## config.mk

```make
export PLATFORM = sky130hd
export DESIGN_NAME = m6809_alu_seq
export DESIGN_NICKNAME = d
export VERILOG_FILES = /design/src/rtl/m6809_alu_seq.sv
export SDC_FILE = /design/constraint.sdc
export NUM_CORES = 1
export LEC_CHECK = 0
export ABC_AREA = 1
export CORE_ASPECT_RATIO = 0.7
export CORE_MARGIN = 2
export CORE_UTILIZATION = 43
export CTS_BUF_LIST = sky130_fd_sc_hd__clkbuf_4
export DETAILED_ROUTE_END_ITERATION = 10
export GPL_TIMING_DRIVEN = 0
export PLACE_DENSITY = 0.81
export SLEW_MARGIN = 15
export SYNTH_ARGS = -nofsm -noshare
export SYNTH_HDL_FRONTEND = slang
export SYNTH_SLANG_ARGS = --single-unit
```

## constraint.sdc

```tcl
create_clock -name clk -period 1.52 [get_ports clk]
set_input_delay 0.304 -clock clk [delete_from_list [all_inputs] [get_ports clk]]
set_output_delay 0.304 -clock clk [all_outputs]
set_load 0.01 [all_outputs]
```

## src/rtl/m6809_alu_seq.sv

```systemverilog
// rtl/m6809_alu_seq.sv - 6809 accumulator subset sequencer driving an external ALU
module m6809_alu_seq #(
    parameter logic [15:0] RESET_PC = 16'h0000
) (
    input  logic        clk,
    input  logic        reset,
    output logic [15:0] mem_addr,
    output logic        mem_rd,
    input  logic        mem_ack,
    input  logic [7:0]  mem_rdata,
    output logic [7:0]  alu_a,
    output logic [7:0]  alu_b,
    output logic [3:0]  alu_op,
    output logic        alu_op7,
    output logic        alu_c_in,
    output logic        alu_v_in,
    output logic        alu_h_in,
    input  logic [7:0]  alu_res,
    input  logic        alu_c,
    input  logic        alu_z,
    input  logic        alu_n,
    input  logic        alu_v,
    input  logic        alu_h,
    output logic [7:0]  reg_a,
    output logic [7:0]  reg_b,
    output logic [7:0]  cc,
    output logic [15:0] pc,
    output logic        halted
);

    typedef enum logic [2:0] {
        S_FETCH,
        S_DECODE,
        S_OPND,
        S_EXEC,
        S_HALT
    } state_t;

    // One bit per legal low nibble, indexed by opcode[3:0]
    localparam logic [15:0] INH_LEGAL = 16'hB7D9;
    localparam logic [15:0] IMM_LEGAL = 16'h0F77;

    state_t      state;
    state_t      state_nx;
    logic [7:0]  opcode;
    logic [7:0]  operand;
    logic        rd_req;

    logic [3:0]  lo_nib;
    logic [3:0]  hi_nib;
    logic        is_inh;
    logic        is_imm;
    logic        sel_b;
    logic        is_ld;
    logic        no_wb;
    logic [7:0]  acc;

    always_comb begin
        lo_nib = opcode[3:0];
        hi_nib = opcode[7:4];
        is_inh = (hi_nib == 4'h4) || (hi_nib == 4'h5);
        is_imm = (hi_nib == 4'h8) || (hi_nib == 4'hC);
        sel_b  = is_imm ? opcode[6] : opcode[4];
        is_ld  = opcode[7] && (lo_nib == 4'h6);
        // CMP and BIT exist only as immediates, TST only as inherent
        no_wb  = (opcode[7] && ((lo_nib == 4'h1) || (lo_nib == 4'h5)))
              || (!opcode[7] && (lo_nib == 4'hD));
        acc    = sel_b ? reg_b : reg_a;
    end

    always_comb begin
        alu_op   = lo_nib;
        alu_op7  = opcode[7];
        alu_a    = is_ld ? operand : acc;
        alu_b    = is_imm ? operand : 8'h00;
        alu_c_in = cc[0];
        alu_v_in = cc[1];
        alu_h_in = cc[5];
        mem_addr = pc;
        halted   = (state == S_HALT);
    end

    always_comb begin
        state_nx = state;
        rd_req   = 1'b0;
        case (state)
            S_FETCH: begin
                rd_req = 1'b1;
                if (mem_ack) state_nx = S_DECODE;
            end
            S_DECODE: begin
                if (opcode == 8'h12)                   state_nx = S_FETCH;
                else if (is_inh && INH_LEGAL[lo_nib])  state_nx = S_EXEC;
                else if (is_imm && IMM_LEGAL[lo_nib])  state_nx = S_OPND;
                else                                   state_nx = S_HALT;
            end
            S_OPND: begin
                rd_req = 1'b1;
                if (mem_ack) state_nx = S_EXEC;
            end
            S_EXEC:  state_nx = S_FETCH;
            S_HALT:  state_nx = S_HALT;
            default: state_nx = S_HALT;
        endcase
        mem_rd = rd_req && !reset;
    end

    always_ff @(posedge clk) begin
        if (reset) begin
            state   <= S_FETCH;
            pc      <= RESET_PC;
            reg_a   <= 8'h00;
            reg_b   <= 8'h00;
            cc      <= 8'h50;
            opcode  <= 8'h00;
            operand <= 8'h00;
        end else begin
            state <= state_nx;
            case (state)
                S_FETCH: begin
                    if (mem_ack) begin
                        opcode <= mem_rdata;
                        pc     <= pc + 16'd1;
                    end
                end
                S_OPND: begin
                    if (mem_ack) begin
                        operand <= mem_rdata;
                        pc      <= pc + 16'd1;
                    end
                end
                S_EXEC: begin
                    if (!no_wb) begin
                        if (sel_b) reg_b <= alu_res;
                        else       reg_a <= alu_res;
                    end
                    cc <= {cc[7:6], alu_h, cc[4], alu_n, alu_z,
                           is_ld ? 1'b0 : alu_v, alu_c};
                end
                default: ;
            endcase
        end
    end

endmodule
```

### After elaboration in Yosys (flattened, before gate mapping)

Memories as Yosys holds them, arrays and structs flattened. A register that Yosys moved wholly into a read port is not among the register bits.
Index checks and enable logic that the tools add are counted.

| storage, ports and cells | value |
|---|---|
| register bits | 56 |
| latch bits | 0 |
| bits in writable memories | 0 |
| memory bits (read-only) | 32 |
| input bits | 24 |
| output and inout bits | 82 |
| word-level logic and storage cells | 66 |
| memories | 2 |

Memories:

| name | depth | bits a word | rd ports | clocked after Yosys merged registers in | write ports | line | text |
|---|---|---|---|---|---|---|---|
| (no name shown) | 16 | 1 | 1 | 1 | 0 | 94 | `else if (is_imm && IMM_LEGAL[lo_nib]) state_nx = S_OPND;` |
| (no name shown) | 16 | 1 | 1 | 1 | 0 | 93 | `else if (is_inh && INH_LEGAL[lo_nib]) state_nx = S_EXEC;` |

| cells by class | value |
|---|---|
| add/subtract/negate cells | 1 |
| multipliers | 0 |
| div/mod/pow operators | 0 |
| order comparisons | 1 |
| equality and inequality tests | 15 |
| shift operators | 0 |
| muxes and demuxes | 18 |
| bitwise gates (word level) | 2 |
| reductions and logical operators | 20 |

Operators by type and width:

| operator | number |
|---|---|
| $mux 8 | 3 |
| $add 16x1->16 const B | 1 |
| $eq 4x3->1 const B | 4 |
| $mux 4 | 4 |
| $mux 3 | 5 |
| $eq 4x4->1 const B | 3 |
| $pmux 3 s4 | 1 |
| $eq 8x5->1 const B | 1 |
| $reduce_and 2->1 | 4 |
| $eq 3x2->1 const B | 2 |
| $logic_and 1x1->1 | 6 |
| $reduce_and 3->1 | 2 |
| $lt 4x5->1 const B | 1 |
| $mux 1 | 5 |
| $eq 4x1->1 const B | 1 |
| $logic_or 1x1->1 | 4 |
| $ne 2x2->1 const B | 2 |
| $eq 3x1->1 const B | 1 |
| $eq 3x3->1 const B | 1 |
| $logic_not 3->1 | 1 |
| $logic_not 1->1 | 2 |
| $not 1->1 | 2 |
| $reduce_or 2->1 | 1 |

### Longest topological paths before layout

Gate-level depths: netlist of run 1.

| logic depth | value |
|---|---|
| word-level depth | 7 |
| mapped depth | 12 |
| depth with buffers taken out | 12 |

### Least setup slack after synthesis of run 1

OpenSTA, ideal clock, no wires.

| timing | value |
|---|---|
| kind | register to register |
| start point | register state[1] |
| end point | register (tool-made name) |
| library setup time | 113 ps |
| data arrival time | 1503 ps |
| required time | 1407 ps |
| setup slack | -96 ps |
| cell stages (with the launch flop) | 12 |
| path buffers | 1 |
| clock period less this slack | 1616 ps |
| cell sequence | dfxtp_1 -> nor2_1 -> nand2_1 -> buf_4 -> nor2_1 -> nor3_2 -> inv_2 -> ha_1 -> inv_1 -> nand2_1 -> nand3_1 -> nand2_1 |

RTL lines:

| element | line | text |
|---|---|---|
| start, declared | 43 | `state_t state;` |
| start signal, assigned | 118 | `state <= state_nx;` |

### Final worst setup path of run 1

| timing | value |
|---|---|
| start point | register opcode[3] |
| end point | output alu_a[1] |

| between the ends | value |
|---|---|
| longest elaborated chain between the ends | 3 |

RTL lines:

| element | line | text |
|---|---|---|
| start, declared | 45 | `logic [7:0] opcode;` |
| start signal, assigned | 122 | `opcode <= mem_rdata;` |
| $eq 4x3->1 | 64 | `is_ld = opcode[7] && (lo_nib == 4'h6);` |
| $logic_and 1x1->1 | 64 |  |
| $mux 8 | 74 | `alu_a = is_ld ? operand : acc;` |
| end, declared | 11 | `output logic [7:0] alu_a,` |

No other way between the ends.

==> results.ini, run 1 <==
[outcome]
violations = setup timing
status = finished, violations left

[sta]
hold_viol_final = 0
worst_pin_slew_ps = 569
setup-violations-final = 18
slew_violations = 0
max_slew_margin = 0.620
finalClockSkew_ps = 14.2
finalSetupTns_ps = -5490
rsz0062_at_grt = true
fin_crit_ps = 2000
fmax_mhz = 499
fin_crit_sh = 1.32
setup_ws_ps = -482

[worst_setup_path]
crit_chain = inv_1, nand4_1, buf_4, buf_6, o21ai_1, buf_2
cp-end-kind = primary output
ff2ff_path_depth = 10
max_stage_delay_ps = 350
critPathMaxFanout = 5
critPathKind = flop to primary output
critPathRequiredTime_ps = 1220
cp-start-kind = flop
r2r_setup_slack_ps = -50
cp_num_buf_inv = 4
crit_family = buffers and inverters
r2r-start = state[0]
cp.arrival_ps = 1700
crit_path_top_delay_cell = dfxtp_2

[yosys]
ys_types = 32
yosysSeqAreaShare = 0.372
syn_inst = 460
yosys_warnings = 0
synthesis.area_um2 = 3120
yosysTopAreaCellShare = 0.372
yosys-top-cells-area = dfxtp_1, nand2_1, inv_1
synth_area_leader_cell = dfxtp_1
ys_seq_elements = 58
syn_area_per_cell_um2 = 6.78

[clock_network]
cts_tree = yes
clk_pin_slew_ps = 100
root_buffer = clkbuf_4
clkLatencyLatePin_ps = 410
cts-htree-levels = 3
cts_buffers = 9
cts.sinks = 58
cts_buffer_depth = 2
cts_hold_buf = 0

[final_layout]
drive_gt1_frac = 0.313
areaGrowthSynthToFinish_pct = 56.9
final_cell_count_no_fill = 717
fin_area_um2 = 4890
final_nets = 646
diodes = 0

[drt]
routed_wl_um = 9700
drtPass1Iterations = 6
vias_per_cell = 4.88
drtIter0Drc = 185
wl_per_cell_um = 13.5
drtAntennaViolNets = 0
drc = 0
via_count = 3496

[power_and_ir_drop]
cellPowerDensity_nw_per_um2 = 865
cellLeakagePower_nw = 2.49
ir_drop_mv = 0.452

[placed_design]
place_congestion = 0.892
dp_hpwl_um = 6550
port_buffers = 102
postPlaceCellArea_um2 = 4270
dp.cells = 657

[floorplan]
initial_utilization = 0.453
die_y_um = 75.2
core_um2 = 6880
io_pins = 106
die_w_um = 106
dieArea_um2 = 7960
std_cell_rows = 25

[worst_hold_path]
hold_path_depth = 3
hp-start = alu_v
hold_path.class = primary input to flop
min_to = cc[1]

[global_route]
grt_pass1_wl_um = 15000
antenna_found_initial = 0
grt.total_usage = 0.241
grt_pass1_vias = 3169
grt_remaining_overflow = 0
grt_max_degree = 11

[job]
maxCapViolCount = 0

cell type report:
class	instances	area (um2)
timing repair buffer	146	1250
multi-input combinational	283	1560
fill	534	1990
tap	94	118
inverter	83	327
buffer	37	278
clock buffer	12	90.1
sequential	58	1230
clock inverter	4	42.5
tightest hold or removal path, cell delays in order:
cell and delay (ps):
clkdlybuf4s50_1 400, nand2_1 60, a21oi_1 50
Yosys cell counts:
library cell  count
nand3_2           4
buf_2             3
clkbuf_1          3
a21oi_1          20
o211a_1           1
nand2_4           3
o211ai_1          8
o21ai_1           3
nor3_1            5
xor2_1            1
dfxtp_1          58
nand3_4           1
clkinv_4          1
o21ai_0          30
inv_4             1
nand2_2           1
nor2_8            1
buf_1             1
nor3_2            4
nor2_2            1
inv_1            77
o21bai_1          1
buf_6             1
nor2_4            3
nor2_1           76
nand4_1           8
buf_4            29
nand2_1          91
inv_2             4
nand3_1          14
conb_1            2
ha_1              4
sequential cells by signal, indices dropped and copies added (netlist names), named ones only:
| name | flops |
|---|---|
| mem_addr | 16 |
| opcode | 8 |
| operand | 8 |
| reg_a | 8 |
| reg_b | 8 |
| cc | 5 |
| state | 3 |
through the flow:
| step | utilization | setup WS [ps] | hold slack, ps | total power, mW |
|---|---|---|---|---|
| after floorplan | - | -29.9 | 439 | 2.35 |
| after global placement | 0.620 | -798 | 467 | 2.76 |
| after detailed placement | 0.620 | -832 | 478 | 2.79 |
| after CTS | 0.678 | -442 | 384 | 4.01 |
| after global routing | 0.711 | -555 | 447 | 4.45 |
| final | 0.711 | -482 | 436 | 4.23 |
cells by family (layout without fill, tap and decap cells):
family	Yosys count	after routing	share of synthesized area
buffers and inverters	120	282	0.185
flip-flops	58	58	0.372
AND/OR/NAND/NOR	212	212	0.311
other	2	3	0.00241
AO/OA/AOI/OAI	63	63	0.110
adder cells (fa/ha/maj)	4	4	0.0161
XOR/XNOR	1	1	0.00281
placed cells by master (no fill, tap or decap), types with 4 or more instances in the layout:
| cell | instances |
|---|---|
| dfxtp_1 | 28 |
| a21oi_1 | 19 |
| nand4_1 | 8 |
| inv_1 | 72 |
| nand3_1 | 13 |
| nor3_1 | 4 |
| o211ai_1 | 8 |
| o21ai_0 | 22 |
| nor2_2 | 5 |
| buf_6 | 17 |
| dlygate4sd2_1 | 56 |
| clkdlybuf4s50_1 | 22 |
| nor2_1 | 62 |
| inv_2 | 6 |
| inv_4 | 4 |
| dfxtp_2 | 17 |
| clkbuf_4 | 12 |
| buf_4 | 63 |
| nand2_1 | 90 |
| buf_2 | 16 |
| clkdlybuf4s15_1 | 4 |
| o21ai_1 | 8 |
| dfxtp_4 | 13 |
| nor2_4 | 13 |
report_power, final:
part	internal, mW	switching [mW]	total, mW
sequential	1.62	0.0861	1.71
combinational	0.665	0.752	1.42
clock	0.545	0.565	1.11
worst max path at each step:
| stage | cells after the start | startpoint | endpoint |
|---|---|---|---|
| 6_report | 6 | opcode[3] | alu_a[1] |
| 5_1_grt | 8 | opcode[1] | alu_a[6] |
| 4_1_cts | 8 | opcode[1] | alu_a[6] |
| 3_5_place_dp | 6 | opcode[1] | alu_a[3] |
| 3_3_place_gp | 6 | opcode[1] | alu_a[0] |
| 2_1_floorplan | 3 | opcode[7] | alu_a[0] |
what timing repair did:
action / in CTS / in global routing
pin swaps: 9 / 13
setup buffers: 29 / 16
cloned: 1 / 1
resized for setup: 230 / 33
setup endpoints to repair: 82 / 46
per-layer routing:
layer	global-route usage	routed length [um]	vias to the layer above
met5	0	0	-
met4	0.0760	142	0
met3	0.0667	748	16
met2	0.410	4530	164
met1	0.303	4280	1600
li1	-	-	1716
Power figures use the tool's default switching activity.
==> run 2: changes to the inputs <==
Settings changed: CORE_UTILIZATION 43 to 47, GPL_TIMING_DRIVEN 0 to 1, PLACE_DENSITY 0.81 to 0.84.
Clock period 1.52 ns to 2 ns, I/O delays scaled along.
==> results.ini, run 2 (synthesized netlist as in run 1, its figures left out) <==
[outcome]
status = finished, violations left  ; unchanged
violations = setup timing  ; unchanged

[placed_design]
port_buffers = 102  ; unchanged
dp_slack_ps = -161  ; was -832 ps
postPlaceCellArea_um2 = 4130  ; was 4270 um2
place_congestion = 0.893  ; was 0.892
dp_hpwl_um = 6150  ; was 6550 um

[sta]
slew_violations = 0  ; unchanged
fin_crit_sh = 1.01
setup-violations-final = 1  ; was 18
fin_crit_ps = 2030
finalClockSkew_ps = 13.7  ; was 14.2 ps
timing.hold.ws_ps = 507  ; was 436 ps
hold_viol_final = 0  ; unchanged
fmax_mhz = 493
setup_ws_ps = -28.1  ; was -482 ps
rsz0062_at_grt = true  ; unchanged

[power_and_ir_drop]
ir_drop_mv = 0.559  ; was 0.452 mV
cellLeakagePower_nw = 1.96  ; was 2.49 nW
cellPowerDensity_nw_per_um2 = 681  ; was 865 nW/um2

[floorplan]
std_cell_rows = 24  ; was 25
io_pins = 106  ; unchanged
initial_utilization = 0.494  ; was 0.453
dieArea_um2 = 7310  ; was 7960 um2
core_um2 = 6310  ; was 6880 um2
die_w_um = 101  ; was 106 um
die_y_um = 72.1  ; was 75.2 um

[drt]
vias_per_cell = 4.83  ; was 4.88
drc = 0  ; unchanged
drtAntennaViolNets = 0  ; unchanged
routed_wl_um = 8160  ; was 9700 um
via_count = 3135  ; was 3496
drtIter0Drc = 100  ; was 185
wl_per_cell_um = 12.6  ; was 13.5 um
drtPass1Iterations = 4  ; was 6

[worst_setup_path]
critPathMaxFanout = 7  ; was 5
cp.arrival_ps = 1630  ; was 1700 ps
crit_path_top_delay_cell = dfxtp_2  ; unchanged
cpMostUsedCell = buf_6
critPathKind = flop to primary output  ; unchanged
critPathRequiredTime_ps = 1600  ; was 1220 ps
max_stage_delay_ps = 340  ; was 350 ps
cp-start-kind = flop  ; unchanged
crit_chain = inv_2, nor2_4, nand4_1, buf_4, buf_6, buf_6, o21ai_2, buf_2  ; was inv_1, nand4_1, buf_4, buf_6, o21ai_1, buf_2
cp-end-kind = primary output  ; unchanged

[clock_network]
clk_pin_slew_ps = 110  ; was 100 ps
cts_buffers = 9  ; unchanged
cts_buffer_depth = 2  ; unchanged
root_buffer = clkbuf_4  ; unchanged
cts_tree = yes  ; unchanged
clkLatencyLatePin_ps = 400  ; was 410 ps
cts.sinks = 58  ; unchanged
cts-htree-levels = 3  ; unchanged

[final_layout]
drive_gt1_frac = 0.154  ; was 0.313
diodes = 0  ; unchanged
areaGrowthSynthToFinish_pct = 40.1  ; was 56.9%
num-fill-cells = 542  ; was 534
layout_common_cells = nand2_1, clkdlybuf4s50_1, nor2_1  ; was nand2_1, inv_1, buf_4
largest_reg_flops = 16  ; unchanged
final_nets = 594  ; was 646
fin_util = 0.693  ; was 0.711
fin_area_um2 = 4370  ; was 4890 um2
final_common_cell = nand2_1  ; unchanged

[worst_hold_path]
hold_path.class = flop to flop  ; was primary input to flop

[job]
maxCapViolCount = 0  ; unchanged

[global_route]
grt.total_usage = 0.238  ; was 0.241
grt_pass1_vias = 3057  ; was 3169
grt_max_degree = 23  ; was 11
antenna_found_initial = 0  ; unchanged
grt_remaining_overflow = 0  ; unchanged
grt_pass1_wl_um = 13700  ; was 15000 um

[run 2: worst paths after layout]
check | cells past startpoint | slack [ps] | end | from
worst max-delay path | 8 | -30 | alu_a[2] | opcode[1]
worst min-delay path | 2 | 510 | operand[5] | operand[5]
worst max register to register | 11 | 280 | flop | state[0]
worst min register to register | 2 | 510 | operand[5] | operand[5]
[run 2: timing repair]
item,4_1_cts,5_1_grt
cloned,1,0
setup endpoints to repair,18,9
resized for setup,61,8
pin swaps,8,7
hold buffers,0,0
buffers inserted,6,4
[run 2: metal layers]
metal	up-vias	part of all wire	routed length [um]	track usage
met4	0	0.015	126	0.0841
met2	120	0.47	3840	0.406
met1	1404	0.43	3520	0.288
met3	13	0.082	668	0.0684
li1	1598	-	-	-
met5	-	0	0	0
[run 2: cell type report]
type                    count  area [um2]  area share
multi-input cells         283        1420       0.325
repair buffers            131        1220       0.280
flip-flops and latches     58        1170       0.268
inverters                  83         319      0.0730
well taps                  78        97.6      0.0223
clock inverters             7        70.1      0.0160
clock buffers               9        67.6      0.0155
[run 2: where the power goes]
part | leakage (nW) | switching [mW] | internal (mW)
logic | 1.41 | 0.443 | 0.397
registers | 0.472 | 0.0707 | 1.23
clock network | 0.0757 | 0.452 | 0.378
[run 2: metrics by stage]
step / power (mW) / setup TNS [ps] / cells
after floorplan: 1.78 / 0 / 461
after global placement: 2.09 / -64.5 / 622
after detailed placement: 2.11 / -204 / 622
after CTS: 2.99 / -384 / 645
after global routing: 3.16 / -797 / 649
final: 2.97 / -28.1 / 649
[run 2: worst max-delay path, delay by kind of cell, from the launching register on]
family | cells | cell delay (ps)
buf+inv | 5 | 580
flops | 1 | 340
simple gates | 2 | 200
compound gates | 1 | 110
